[config.mk]
export PLATFORM = sky130hd
export DESIGN_NAME = apb_master
export DESIGN_NICKNAME = d
export VERILOG_FILES = /design/src/rtl/apb_master.sv
export SDC_FILE = /design/constraint.sdc
export NUM_CORES = 1
export LEC_CHECK = 0
export CORE_MARGIN = 2
export CORE_UTILIZATION = 40
export CTS_BUF_LIST = sky130_fd_sc_hd__clkbuf_4
export DETAILED_ROUTE_END_ITERATION = 8
export HOLD_SLACK_MARGIN = 0.02
export PLACE_DENSITY = 0.83
export SLEW_MARGIN = 20
export SYNTH_ARGS = -nofsm -noshare
export SYNTH_HDL_FRONTEND = slang
export SYNTH_SLANG_ARGS = --single-unit
[constraint.sdc]
create_clock -name Pclk -period 2.1 [get_ports Pclk]
set_clock_uncertainty 0.1 [all_clocks]
set_input_delay 0.21 -clock Pclk [delete_from_list [all_inputs] [get_ports Pclk]]
set_output_delay 0.21 -clock Pclk [all_outputs]
set_load 0.1 [all_outputs]
[src/rtl/apb_master.sv]
// apb_master: APB requester for two 16-bit register slaves on a shared bus.
// Takes one read/write command at a time on a valid/ready handshake, runs the
// APB SETUP/ACCESS sequence, waits on the selected slave's Pready, and returns
// read data or completion on a one-cycle response strobe.
// Addresses >= NUM_REGS are answered locally with an error and no bus activity.
// Optional feature: define APB_TIMEOUT_EN to abort an ACCESS phase that has
// waited TIMEOUT_CYC cycles without Pready; the abort is reported as an error.
module apb_master #(
  parameter int unsigned DATA_W      = 16,
  parameter int unsigned ADDR_W      = 3,
  parameter int unsigned NUM_REGS    = 4,
  parameter int unsigned TIMEOUT_CYC = 32
) (
  input  logic              Pclk,
  input  logic              Prst_n,
  // command side
  input  logic              cmd_valid,
  output logic              cmd_ready,
  input  logic              cmd_write,
  input  logic              cmd_slv,
  input  logic [ADDR_W-1:0] cmd_addr,
  input  logic [DATA_W-1:0] cmd_wdata,
  // response side
  output logic              rsp_valid,
  output logic [DATA_W-1:0] rsp_rdata,
  output logic              rsp_err,
  // APB bus
  output logic              Psel1,
  output logic              Psel2,
  output logic              Penable,
  output logic              Pwrite,
  output logic [ADDR_W-1:0] Paddr,
  output logic [DATA_W-1:0] Pwdata,
  input  logic              Pready1,
  input  logic              Pready2,
  input  logic [DATA_W-1:0] Prdata1,
  input  logic [DATA_W-1:0] Prdata2
);

  typedef enum logic [1:0] {
    S_IDLE   = 2'd0,
    S_SETUP  = 2'd1,
    S_ACCESS = 2'd2
  } state_t;

  state_t            r_state;
  state_t            w_state_nxt;
  logic              r_slv;
  logic              w_slv_nxt;

  logic              w_psel1_nxt;
  logic              w_psel2_nxt;
  logic              w_penable_nxt;
  logic              w_pwrite_nxt;
  logic [ADDR_W-1:0] w_paddr_nxt;
  logic [DATA_W-1:0] w_pwdata_nxt;
  logic              w_rsp_valid_nxt;
  logic [DATA_W-1:0] w_rsp_rdata_nxt;
  logic              w_rsp_err_nxt;

  logic              w_accept;
  logic              w_addr_ok;
  logic              w_pready;
  logic [DATA_W-1:0] w_prdata;

  // Ready only when idle and not still presenting the previous response.
  assign cmd_ready = (r_state == S_IDLE) && !rsp_valid;
  assign w_accept  = cmd_valid && cmd_ready;
  assign w_addr_ok = (32'(cmd_addr) < NUM_REGS);

  // Only the selected slave's ready/data matter; the other slave is ignored.
  assign w_pready  = r_slv ? Pready2 : Pready1;
  assign w_prdata  = r_slv ? Prdata2 : Prdata1;

`ifdef APB_TIMEOUT_EN
  localparam int unsigned TCNT_W = (TIMEOUT_CYC > 1) ? $clog2(TIMEOUT_CYC) : 1;

  logic [TCNT_W-1:0] r_tcnt;
  logic [TCNT_W-1:0] w_tcnt_nxt;
  logic              w_tmo;

  // Limit hit when this not-ready cycle would be the TIMEOUT_CYC-th one.
  assign w_tmo = (r_tcnt == TCNT_W'(TIMEOUT_CYC - 1));

  // ACCESS wait-cycle counter.
  always_ff @(posedge Pclk or negedge Prst_n) begin
    if (!Prst_n) begin
      r_tcnt <= '0;
    end else begin
      r_tcnt <= w_tcnt_nxt;
    end
  end
`else
  logic w_unused_cfg;
  assign w_unused_cfg = (TIMEOUT_CYC == 0);
`endif

  // State register.
  always_ff @(posedge Pclk or negedge Prst_n) begin
    if (!Prst_n) begin
      r_state <= S_IDLE;
    end else begin
      r_state <= w_state_nxt;
    end
  end

  // Next-state and next-output logic; bus fields hold unless changed below.
  always_comb begin
    w_state_nxt     = r_state;
    w_slv_nxt       = r_slv;
    w_psel1_nxt     = Psel1;
    w_psel2_nxt     = Psel2;
    w_penable_nxt   = Penable;
    w_pwrite_nxt    = Pwrite;
    w_paddr_nxt     = Paddr;
    w_pwdata_nxt    = Pwdata;
    w_rsp_valid_nxt = 1'b0;
    w_rsp_rdata_nxt = '0;
    w_rsp_err_nxt   = 1'b0;
`ifdef APB_TIMEOUT_EN
    w_tcnt_nxt      = r_tcnt;
`endif

    case (r_state)
      S_IDLE: begin
        if (w_accept) begin
          if (w_addr_ok) begin
            w_state_nxt   = S_SETUP;
            w_slv_nxt     = cmd_slv;
            w_psel1_nxt   = !cmd_slv;
            w_psel2_nxt   = cmd_slv;
            w_penable_nxt = 1'b0;
            w_pwrite_nxt  = cmd_write;
            w_paddr_nxt   = cmd_addr;
            w_pwdata_nxt  = cmd_wdata;
          end else begin
            // Out-of-range register: answer locally, bus untouched.
            w_rsp_valid_nxt = 1'b1;
            w_rsp_err_nxt   = 1'b1;
          end
        end
      end

      S_SETUP: begin
        w_penable_nxt = 1'b1;
        w_state_nxt   = S_ACCESS;
`ifdef APB_TIMEOUT_EN
        w_tcnt_nxt    = '0;
`endif
      end

      S_ACCESS: begin
        if (w_pready) begin
          w_psel1_nxt     = 1'b0;
          w_psel2_nxt     = 1'b0;
          w_penable_nxt   = 1'b0;
          w_rsp_valid_nxt = 1'b1;
          w_rsp_rdata_nxt = Pwrite ? '0 : w_prdata;
          w_state_nxt     = S_IDLE;
        end
`ifdef APB_TIMEOUT_EN
        else if (w_tmo) begin
          w_psel1_nxt     = 1'b0;
          w_psel2_nxt     = 1'b0;
          w_penable_nxt   = 1'b0;
          w_rsp_valid_nxt = 1'b1;
          w_rsp_err_nxt   = 1'b1;
          w_state_nxt     = S_IDLE;
        end else begin
          w_tcnt_nxt = r_tcnt + TCNT_W'(1);
        end
`endif
      end

      default: begin
        w_state_nxt = S_IDLE;
      end
    endcase
  end

  // Registered bus and response outputs.
  always_ff @(posedge Pclk or negedge Prst_n) begin
    if (!Prst_n) begin
      r_slv     <= 1'b0;
      Psel1     <= 1'b0;
      Psel2     <= 1'b0;
      Penable   <= 1'b0;
      Pwrite    <= 1'b0;
      Paddr     <= '0;
      Pwdata    <= '0;
      rsp_valid <= 1'b0;
      rsp_rdata <= '0;
      rsp_err   <= 1'b0;
    end else begin
      r_slv     <= w_slv_nxt;
      Psel1     <= w_psel1_nxt;
      Psel2     <= w_psel2_nxt;
      Penable   <= w_penable_nxt;
      Pwrite    <= w_pwrite_nxt;
      Paddr     <= w_paddr_nxt;
      Pwdata    <= w_pwdata_nxt;
      rsp_valid <= w_rsp_valid_nxt;
      rsp_rdata <= w_rsp_rdata_nxt;
      rsp_err   <= w_rsp_err_nxt;
    end
  end

endmodule

### After elaboration in Yosys (flattened, before gate mapping)

Index checks and enable logic that the tools add are counted.

* flip-flop bits (word level): 44
* output and inout bits: 42

* magnitude comparators: 1
* eq/ne operators: 5
* mux-type cells: 24
* reduce and logical (&&, ||, !) cells: 11

Operator list (count)
* $mux W16: 4
* $mux W1: 12
* $reduce_and A4 Y1: 2
* $mux W2: 3
* $ne A2 B2 Y1 const B: 3
* $pmux W1 S2: 3
* $pmux W2 S3: 1
* $reduce_and A3 Y1: 2
* $lt A3 B3 Y1 const B: 1
* $pmux W1 S3: 1
* $reduce_bool A3 Y1: 1
* $eq A2 B1 Y1 const B: 1
* $eq A2 B2 Y1 const B: 1
* $logic_and A1 B1 Y1: 2
* $logic_not A1 Y1: 2
* $logic_not A2 Y1: 1
* $reduce_bool A2 Y1: 1

### Logic depth before layout (Yosys ltp)

Gate-level depths: netlist of the first run.

* word-level depth: 5
* gate-level depth with buffers: 5
* depth with buffers taken out: 4

### Worst setup path after synthesis of the first run

Ideal clock, no wire load.

* path kind: reg-to-reg
* start point: register rsp_valid
* end point: register rsp_valid
* setup time: 0.064 ns
* arrival time: 3.403 ns
* path slack: -1.467 ns
* cell stages (with the launch flop): 4
* buffers on the path: 0
* period minus slack after synthesis: 3.567 ns
* cell sequence: dfrtp_1 > nor3_1 > and3_1 > a21o_1

* cells in the longest elaborated chain, start to end: 5

RTL lines
* start: declaration: line 24 `output logic rsp_valid,`
* start signal: assignment: line 202 `rsp_valid <= w_rsp_valid_nxt;`
* $logic_not A1 Y1: line 67 `assign cmd_ready = (r_state == S_IDLE) && !rsp_valid;`
* $logic_and A1 B1 Y1: line 67
* named net cmd_ready: line 18 `output logic cmd_ready,`
* $logic_and A1 B1 Y1: line 68 `assign w_accept = cmd_valid && cmd_ready;`
* $mux W1: line 126 `if (w_accept) begin`
* $pmux W1 S2: line 124 `case (r_state)`
* named net w_rsp_valid_nxt: line 57 `logic w_rsp_valid_nxt;`

The timed path passes the listed nets, and every way through them passes these cells.
A chain may end at the register's enable or synchronous reset.

### Final worst setup path of the first run

* start point: register rsp_valid
* end point: register Pwdata[4]

* cells in the longest elaborated chain, start to end: 4

RTL lines
* $logic_not A1 Y1: line 67
* $logic_and A1 B1 Y1: line 67
* $logic_and A1 B1 Y1: line 68
* $reduce_and A3 Y1 (no source line)
* end signal: assignment: line 201 `Pwdata <= w_pwdata_nxt;`
* end: declaration: line 33 `output logic [DATA_W-1:0] Pwdata,`

No other way between the ends.

==> impl_metrics.py, run 1 <==
metrics = {
    "outcome": {
        "status": "finished, final reports clean",
    },
    "layout": {
        "area.growth.synth_to_final_pct": 58.7,
        "num-fill-cells": 345,
        "nNetsFinal": 291,
        "drive_above_1_share_pct": 36.3,
        "antenna_cells": 0,
        "fin_area_um2": 2890,
    },
    "critical_path": {
        "r2r-start": "rsp_valid",
        "crit_type": "register to register",
        "critPathArrivalTime_ps": 2160,
        "crit_required_ps": 2240,
        "worstPathMaxFanout": 12,
        "ff2ff_path_depth": 5,
        "crit_path_start": "rsp_valid",
        "crit_path_start_kind": "register",
        "critPathCaptureType": "register",
    },
    "logic_synthesis": {
        "netlist_instances": 123,
        "ys_warn_count": 0,
        "ys_types": 26,
        "ys_seq_area_share_pct": 60.5,
        "postSynthAreaPerCell_um2": 14.8,
        "postSynthNetCount": 181,
        "synth_area_um2": 1820,
        "ys_seq_elements": 44,
    },
    "clocking": {
        "clk_path_buf_depth": 2,
        "cts_tree": "built",
        "cts_sinks": 44,
        "postCtsSetupBuffers": 0,
        "clk_latency_ps": 350,
        "numCtsBuffers": 5,
        "root_buffer": "clkbuf_4",
        "ctsHtreeMaxLevel": 2,
        "path_clk_slew_ps": 120,
    },
    "floorplan": {
        "die-area_um2": 5100,
        "die_h_um": 71.4,
        "rows": 24,
        "die_x_um": 71.4,
        "start_util_pct": 41.8,
        "core-area_um2": 4350,
        "io_pins": 100,
    },
    "sta": {
        "hold_viol_final": 0,
        "fmax_mhz": 495,
        "finalCritPeriodShare_pct": 96.1,
        "drv_slew": 0,
        "period_needed_ps": 2020,
        "final-setup-viol-count": 0,
        "worst_slew_pin_slew_ps": 661,
        "rsz0062_at_grt": "no",
        "slew-limit-headroom_pct": 56.0,
    },
    "routing": {
        "avgRoutedWirePerCell_um": 14.4,
        "dr.first_iter.drc_count": 65,
        "vias_per_cell": 4.67,
        "routed-via-count": 1337,
        "antenna_left": 0,
        "drc_errors": 0,
        "drt_pass1_iterations": 4,
        "wl_mm": 4.12,
    },
    "place": {
        "place_hpwl_mm": 3.22,
        "place_congestion": 0.849,
        "placed_cell_area_um2": 2830,
        "port_buffers": 99,
    },
    "grt": {
        "overflow": 0,
        "grt_start_max_net_pins": 32,
        "grt_pass1_vias": 1411,
        "grtUsageTotal_pct": 17.4,
        "antenna_found_initial": 0,
        "grt_pass1_wl_mm": 6.73,
    },
    "job": {
        "maxCapViolations": 0,
    },
    "hold_path": {
        "hp-class": "primary input to async pin",
    },
}
-- sequential cells by signal, summed over array words and instances (netlist names) --
register   flops
Pwdata        16
r_state        2
Paddr          3
r_slv          1
Psel1          1
Psel2          1
Penable        1
Pwrite         1
rsp_err        1
rsp_valid      1
rsp_rdata     16
-- worst max-delay path: stages, from the launching register on --
cell and delay [ps]:
dfrtp_4 520, or4b_4 490, or2_4 260, inv_4 80, buf_12 150, mux2_4 310
-- final cells by class --
class | count | area [um2] | share of cell area [%]
flip-flops and latches | 44 | 1100 | 38.3
repair buffers | 108 | 988 | 34.2
multi-input cells | 71 | 663 | 23.0
well taps | 52 | 65.1 | 2.25
clock buffers | 5 | 37.5 | 1.30
clock inverters | 3 | 13.8 | 0.477
inverters | 3 | 13.8 | 0.477
-- worst paths after layout --
kind | end | slack, ps
setup / recovery | Pwdata[4] | 80
hold / removal | rsp_rdata[15] | 310
setup reg to reg | Pwdata[4] | 80
hold reg to reg | Paddr[2] | 410
max in group asynchronous | rsp_rdata[10] | 950
min in group Pclk | rsp_rdata[13] | 350
-- stage by stage --
| stage | util, % | TNS (ps) | setup WS, ps | hold WS (ps) | instances |
|---|---|---|---|---|---|
| 3_5_place_dp | 64.9 | -990 | -78.4 | 185 | 277 |
| 3_3_place_gp | 64.9 | -1110 | -71.6 | 173 | 277 |
| 4_1_cts | 66.3 | 0 | 78.0 | 306 | 286 |
| 6_report | 66.3 | 0 | 81.7 | 306 | 286 |
| 5_1_grt | 66.3 | 0 | 51.4 | 332 | 286 |
| 2_1_floorplan | - | -744 | -40.8 | -186 | 123 |
-- Yosys cell counts --
cell       count  share of area (%)
inv_1          2               0.41
nand2_1        1               0.21
dfrtp_1       44                 61
inv_4          1               0.34
a21o_1         2               0.83
nand3b_1       1               0.41
a2bb2oi_1      1               0.48
clkbuf_1       1               0.21
o21ai_0        2               0.55
nor3_1         2               0.55
mux2_2         1               0.62
mux2_4        19                 16
nor2_1        16                3.3
and2_1         1               0.34
mux2i_1       16                8.8
a31o_2         2               0.96
a21boi_0       1               0.41
buf_1          1               0.21
and3_1         1               0.34
nand2b_1       1               0.34
nor3b_1        1               0.41
buf_12         2                2.2
nor2b_1        1               0.34
or2_4          1               0.48
buf_2          1               0.27
or4b_4         1               0.76
-- kinds of logic after synthesis --
group | share of synthesized area, %
compound gates | 3.23
buf+inv | 3.64
mux | 25.1
simple gates | 7.50
flops | 60.5
-- placed cells by master (no fill, tap or decap), types with 3 or more instances in the layout --
cell type / synthesis / routed
clkdlybuf4s50_1: 0 / 56
buf_4: 0 / 47
dfrtp_1: 44 / 43
mux2_4: 19 / 19
mux2i_1: 16 / 16
nor2_1: 16 / 16
clkbuf_4: 0 / 5
buf_12: 2 / 3
-- what timing repair did --
action | 4_1_cts | 5_1_grt
hold endpoints to repair | 30 | 0
hold buffers | 1 | 0
gates resized for setup | 0 | 0
-- routing by layer --
layer | vias up | GRT usage [%] | part of all wire, %
li1 | 640 | - | -
met1 | 638 | 22.0 | 40
met2 | 52 | 27.7 | 51
met3 | 7 | 5.34 | 7.2
met4 | 0 | 7.55 | 1.8
met5 | - | 0 | 0
Power of run 1 is not shown: default switching activity piles up to over one toggle a cycle in this logic, so the estimate is an artifact.
==> inputs of run 2 (changes only) <==
--- a/config.mk
+++ b/config.mk
@@ -5,6 +5,7 @@
 export SDC_FILE = /design/constraint.sdc
 export NUM_CORES = 1
 export LEC_CHECK = 0
+export CORE_ASPECT_RATIO = 1.5
 export CORE_MARGIN = 2
 export CORE_UTILIZATION = 40
 export CTS_BUF_LIST = sky130_fd_sc_hd__clkbuf_4
==> impl_metrics.py, run 2 (synthesis results as in run 1) <==
metrics = {
    "grt": {
        "overflow": 0,
        "grt_pass1_wl_mm": 6.48,
        "antenna_found_initial": 0,
        "grt_start_max_net_pins": 40,
        "grtUsageTotal_pct": 16.8,
        "grt_pass1_vias": 1434,
    },
    "floorplan": {
        "start_util_pct": 40.7,
        "io_pins": 100,
        "die-area_um2": 5110,
        "rows": 30,
        "core-area_um2": 4470,
        "die_h_um": 86.6,
        "die_x_um": 59.1,
    },
    "clocking": {
        "cts_sinks": 44,
        "clk_path_buf_depth": 2,
        "cts_tree": "built",
        "ctsHtreeMaxLevel": 2,
        "root_buffer": "clkbuf_4",
        "path_clk_slew_ps": 120,
        "clk_latency_ps": 340,
        "numCtsBuffers": 5,
        "post_cts_resized": 0,
    },
    "layout": {
        "layout_commonest_cell": "clkdlybuf4s50_1",
        "instances_no_fill": 283,
        "drive_above_1_share_pct": 36.6,
        "area.growth.synth_to_final_pct": 59.1,
        "nNetsFinal": 292,
        "num-fill-cells": 345,
        "final_util_pct": 64.8,
        "antenna_cells": 0,
        "final_cell_mix": "56 x clkdlybuf4s50_1, 48 x buf_4, 43 x dfrtp_1",
        "top_regs": "Pwdata: 16 flops, rsp_rdata: 16 flops, Paddr: 3 flops",
    },
    "routing": {
        "drt_pass1_iterations": 4,
        "vias_per_cell": 4.77,
        "dr.first_iter.drc_count": 43,
        "wl_met3_um": 433,
        "routed-via-count": 1350,
        "wl_met1_mm": 1.61,
        "antenna_left": 0,
        "met2_length_mm": 1.80,
        "drc_errors": 0,
        "top_layer_used": "met4",
        "wl_mm": 3.90,
        "avgRoutedWirePerCell_um": 13.8,
    },
    "sta": {
        "final-setup-viol-count": 0,
        "drv_slew": 0,
        "fmax_mhz": 498,
        "finalCritPeriodShare_pct": 95.7,
        "slew-limit-headroom_pct": 44.9,
        "finalSetupTns_ps": 0,
        "period_needed_ps": 2010,
        "rsz0062_at_grt": "no",
        "setup_slack_ps": 90.8,
        "worst_slew_pin_slew_ps": 826,
        "hold_viol_final": 0,
    },
    "critical_path": {
        "critPathArrivalTime_ps": 2140,
        "crit_required_ps": 2230,
        "crit_path_start_kind": "register",
        "r2r-start": "rsp_valid",
        "crit_type": "register to register",
        "ff2ff_path_depth": 5,
        "crit_path_start": "rsp_valid",
        "critPathCaptureType": "register",
        "worstPathMaxFanout": 12,
    },
    "outcome": {
        "status": "finished, final reports clean",
    },
    "hold_path": {
        "whs_path_depth": 3,
        "hp-class": "primary input to register",
        "min_from": "Prdata1[15]",
    },
    "place": {
        "place_congestion": 0.743,
        "placed_cells": 274,
        "place_hpwl_mm": 3.10,
        "dp_slack_ps": -59.5,
        "port_buffers": 99,
    },
    "job": {
        "maxCapViolations": 0,
    },
}
## run 2: worst paths after layout
check	slack, ps	endpoint
max	90	Pwdata[6]
min	360	rsp_rdata[15]
max reg2reg	90	Pwdata[6]
min reg2reg	400	Paddr[2]
max in group asynchronous	890	rsp_rdata[3]
min in group asynchronous	390	Pwdata[12]
## run 2: stage by stage
stage | hold WS, ps | cell area, um2
floorplan | -186 | 1830
global placement | 250 | 2830
detailed placement | 261 | 2830
CTS | 343 | 2890
global route | 358 | 2890
finish | 363 | 2890
## run 2: cell type report
cell class                 instances  area, um2  area share (%)
clock inverter                     1       3.75           0.130
multi-input combinational         71        663            22.9
sequential                        44       1100            38.2
inverter                           3       13.8           0.476
tap                               48       60.1            2.08
clock buffer                       7       52.6            1.82
timing repair buffer             109        996            34.4
## run 2: critical path, cell delays in order (launching register included)
cell,delay [ps]
dfrtp_4,520
or4b_4,490
or2_4,260
inv_4,80
buf_12,140
mux2_4,310
## run 2: timing repair
item / in CTS / in global routing
setup buffers: 0 / 0
hold buffers: 1 / 0
endpoints found under the hold margin: 38 / 0
## run 2: routing by layer
metal / GRT usage (%) / up-vias
met3: 6.72 / 8
met4: 6.20 / 0
met5: 0 / -
met1: 19.6 / 613
li1: - / 637
met2: 27.5 / 92
Power of run 2 is left out for the same reason.
==> patch: new RTL, settings of run 1 <==
Build with the macro `APB_TIMEOUT_EN` defined.
--- a/src/rtl/apb_master.sv
+++ b/src/rtl/apb_master.sv
@@ -7,2 +7,4 @@
 // waited TIMEOUT_CYC cycles without Pready; the abort is reported as an error.
+`define APB_TIMEOUT_EN
+
 module apb_master #(
Behaviour: no difference found for any inputs over 10 cycles, from zero or initial values and one cycle with Prst_n low; that may be too few to reach the edited logic, so the function may still have changed.
==> patch against run 1 <==
- via count increased by 26%
- wire length grew 20%
- synthesized area grew 22%
- global-route usage down 1.2 points
- worst setup slack improved by 21 ps
- sequential cell count increased by 5
- sequential share of layout area is 0.63 points lower
- cell area rose by 13%
- maximum frequency increased by 1.0%
- non-clock buffer count did not move
- die area up 21%
- highest routed layer unchanged
Power is not shown: default switching activity piles up to over one toggle a cycle in this logic, so the estimate is an artifact.
==> patch: results <==
group,metric,value,unit
status,status,"complete, no violations",
worst_setup_path,r2r_setup_slack,100,ps
worst_setup_path,r2r-end,"Pwdata[14]$_DFFE_PN0P_",
route,post_drt_wl_per_cell,14.2,um
route,wl_met3,410,um
global_routing,grt_usage,0.161,
worst_setup_path,reg2regPathDepth,4,
synth,synth_compound_area_frac,0.0670,
sta,whs,278,ps
finish,finalNetCount,336,
placed_design,gp_congestion,0.798,
synth,syn_nets,230,
worst_setup_path,cp.arrival,2130,ps
clocking,clkTransAtPathRegs,130,ps
synth,synth-seq-area-share,0.551,
clocking,cts_resized,0,
sta,maxSlewHeadroom,0.636,
clocking,cts-hold-fix-buffers,1,
finish,layout-drive-gt1-share,0.309,
global_routing,first_global_vias,1630,
clocking,clockRootBuffer,"clkbuf_4",
global_routing,grt_start_max_net_pins,29,
clocking,htreeDepth,2,
placed_design,dpl.hpwl,3720,um
synth,synth_commonest_cells,"49 x dfrtp_1, 22 x nor2_1, 19 x mux2_4",
global_routing,grt_pass1_wl,7850,um
placed_design,post-place-ws,-120,ps
global_routing,grt_util_met1,0.216,
route,drt-initial-drc-count,49,
synth,synth_area_leaders,"dfrtp_1 55%, mux2_4 13%, mux2i_1 7.7%, nor2_1 3.7%, a221o_1 2.3%",
route,vias,1680,
route,drt-met1-wl,2170,um
global_routing,gr-usage-met3,0.0471,
synth,ys_async_sr_fraction,1.00,
finish,fillers,443,
synth,synth-adder-area-share,0.0113,
worst_setup_path,cpPeakStageDelay,490,ps
synth,synth_xor_area_frac,0,
worst_setup_path,crit_fanout,20,
worst_setup_path,slowest_stage,"dfrtp_4",
route,routed-wl-met2,2330,um
global_routing,globalRouteMet2Util,0.260,
synth,ys_types,39,
synth,synth.area.mux_share,0.210,
clocking,cts_made_buffers,5,
finish,top_regs,"Pwdata: 16 flops, rsp_rdata: 16 flops, r_tcnt: 5 flops",
patch: cell count changes after synthesis, moves of 2 or more:
cell,change
nor2_1,+6
a221o_1,+5
a31oi_1,+5
dfrtp_1,+5
nand2_1,+4
nor2b_1,+3
and3_1,+2
clkbuf_1,+2
ha_1,+2
patch: layout make-up:
cell class / instances / area (um^2) / area share
multi-input cells: 108 / 911 / 0.279
repair buffers: 108 / 976 / 0.298
clock inverters: 1 / 5.00 / 0.00153
flip-flops and latches: 49 / 1230 / 0.376
clock buffers: 5 / 37.5 / 0.0115
inverters: 4 / 20.0 / 0.00612
well taps: 72 / 90.1 / 0.0275
patch: stage by stage:
stage / util / cell area (um^2) / cells / setup TNS [ps]
floorplan: - / 2240 / 170 / -789
global placement: 0.591 / 3210 / 340 / -1650
detailed placement: 0.591 / 3210 / 340 / -2180
CTS: 0.601 / 3270 / 347 / 0
global route: 0.601 / 3270 / 347 / 0
finish: 0.601 / 3270 / 347 / 0
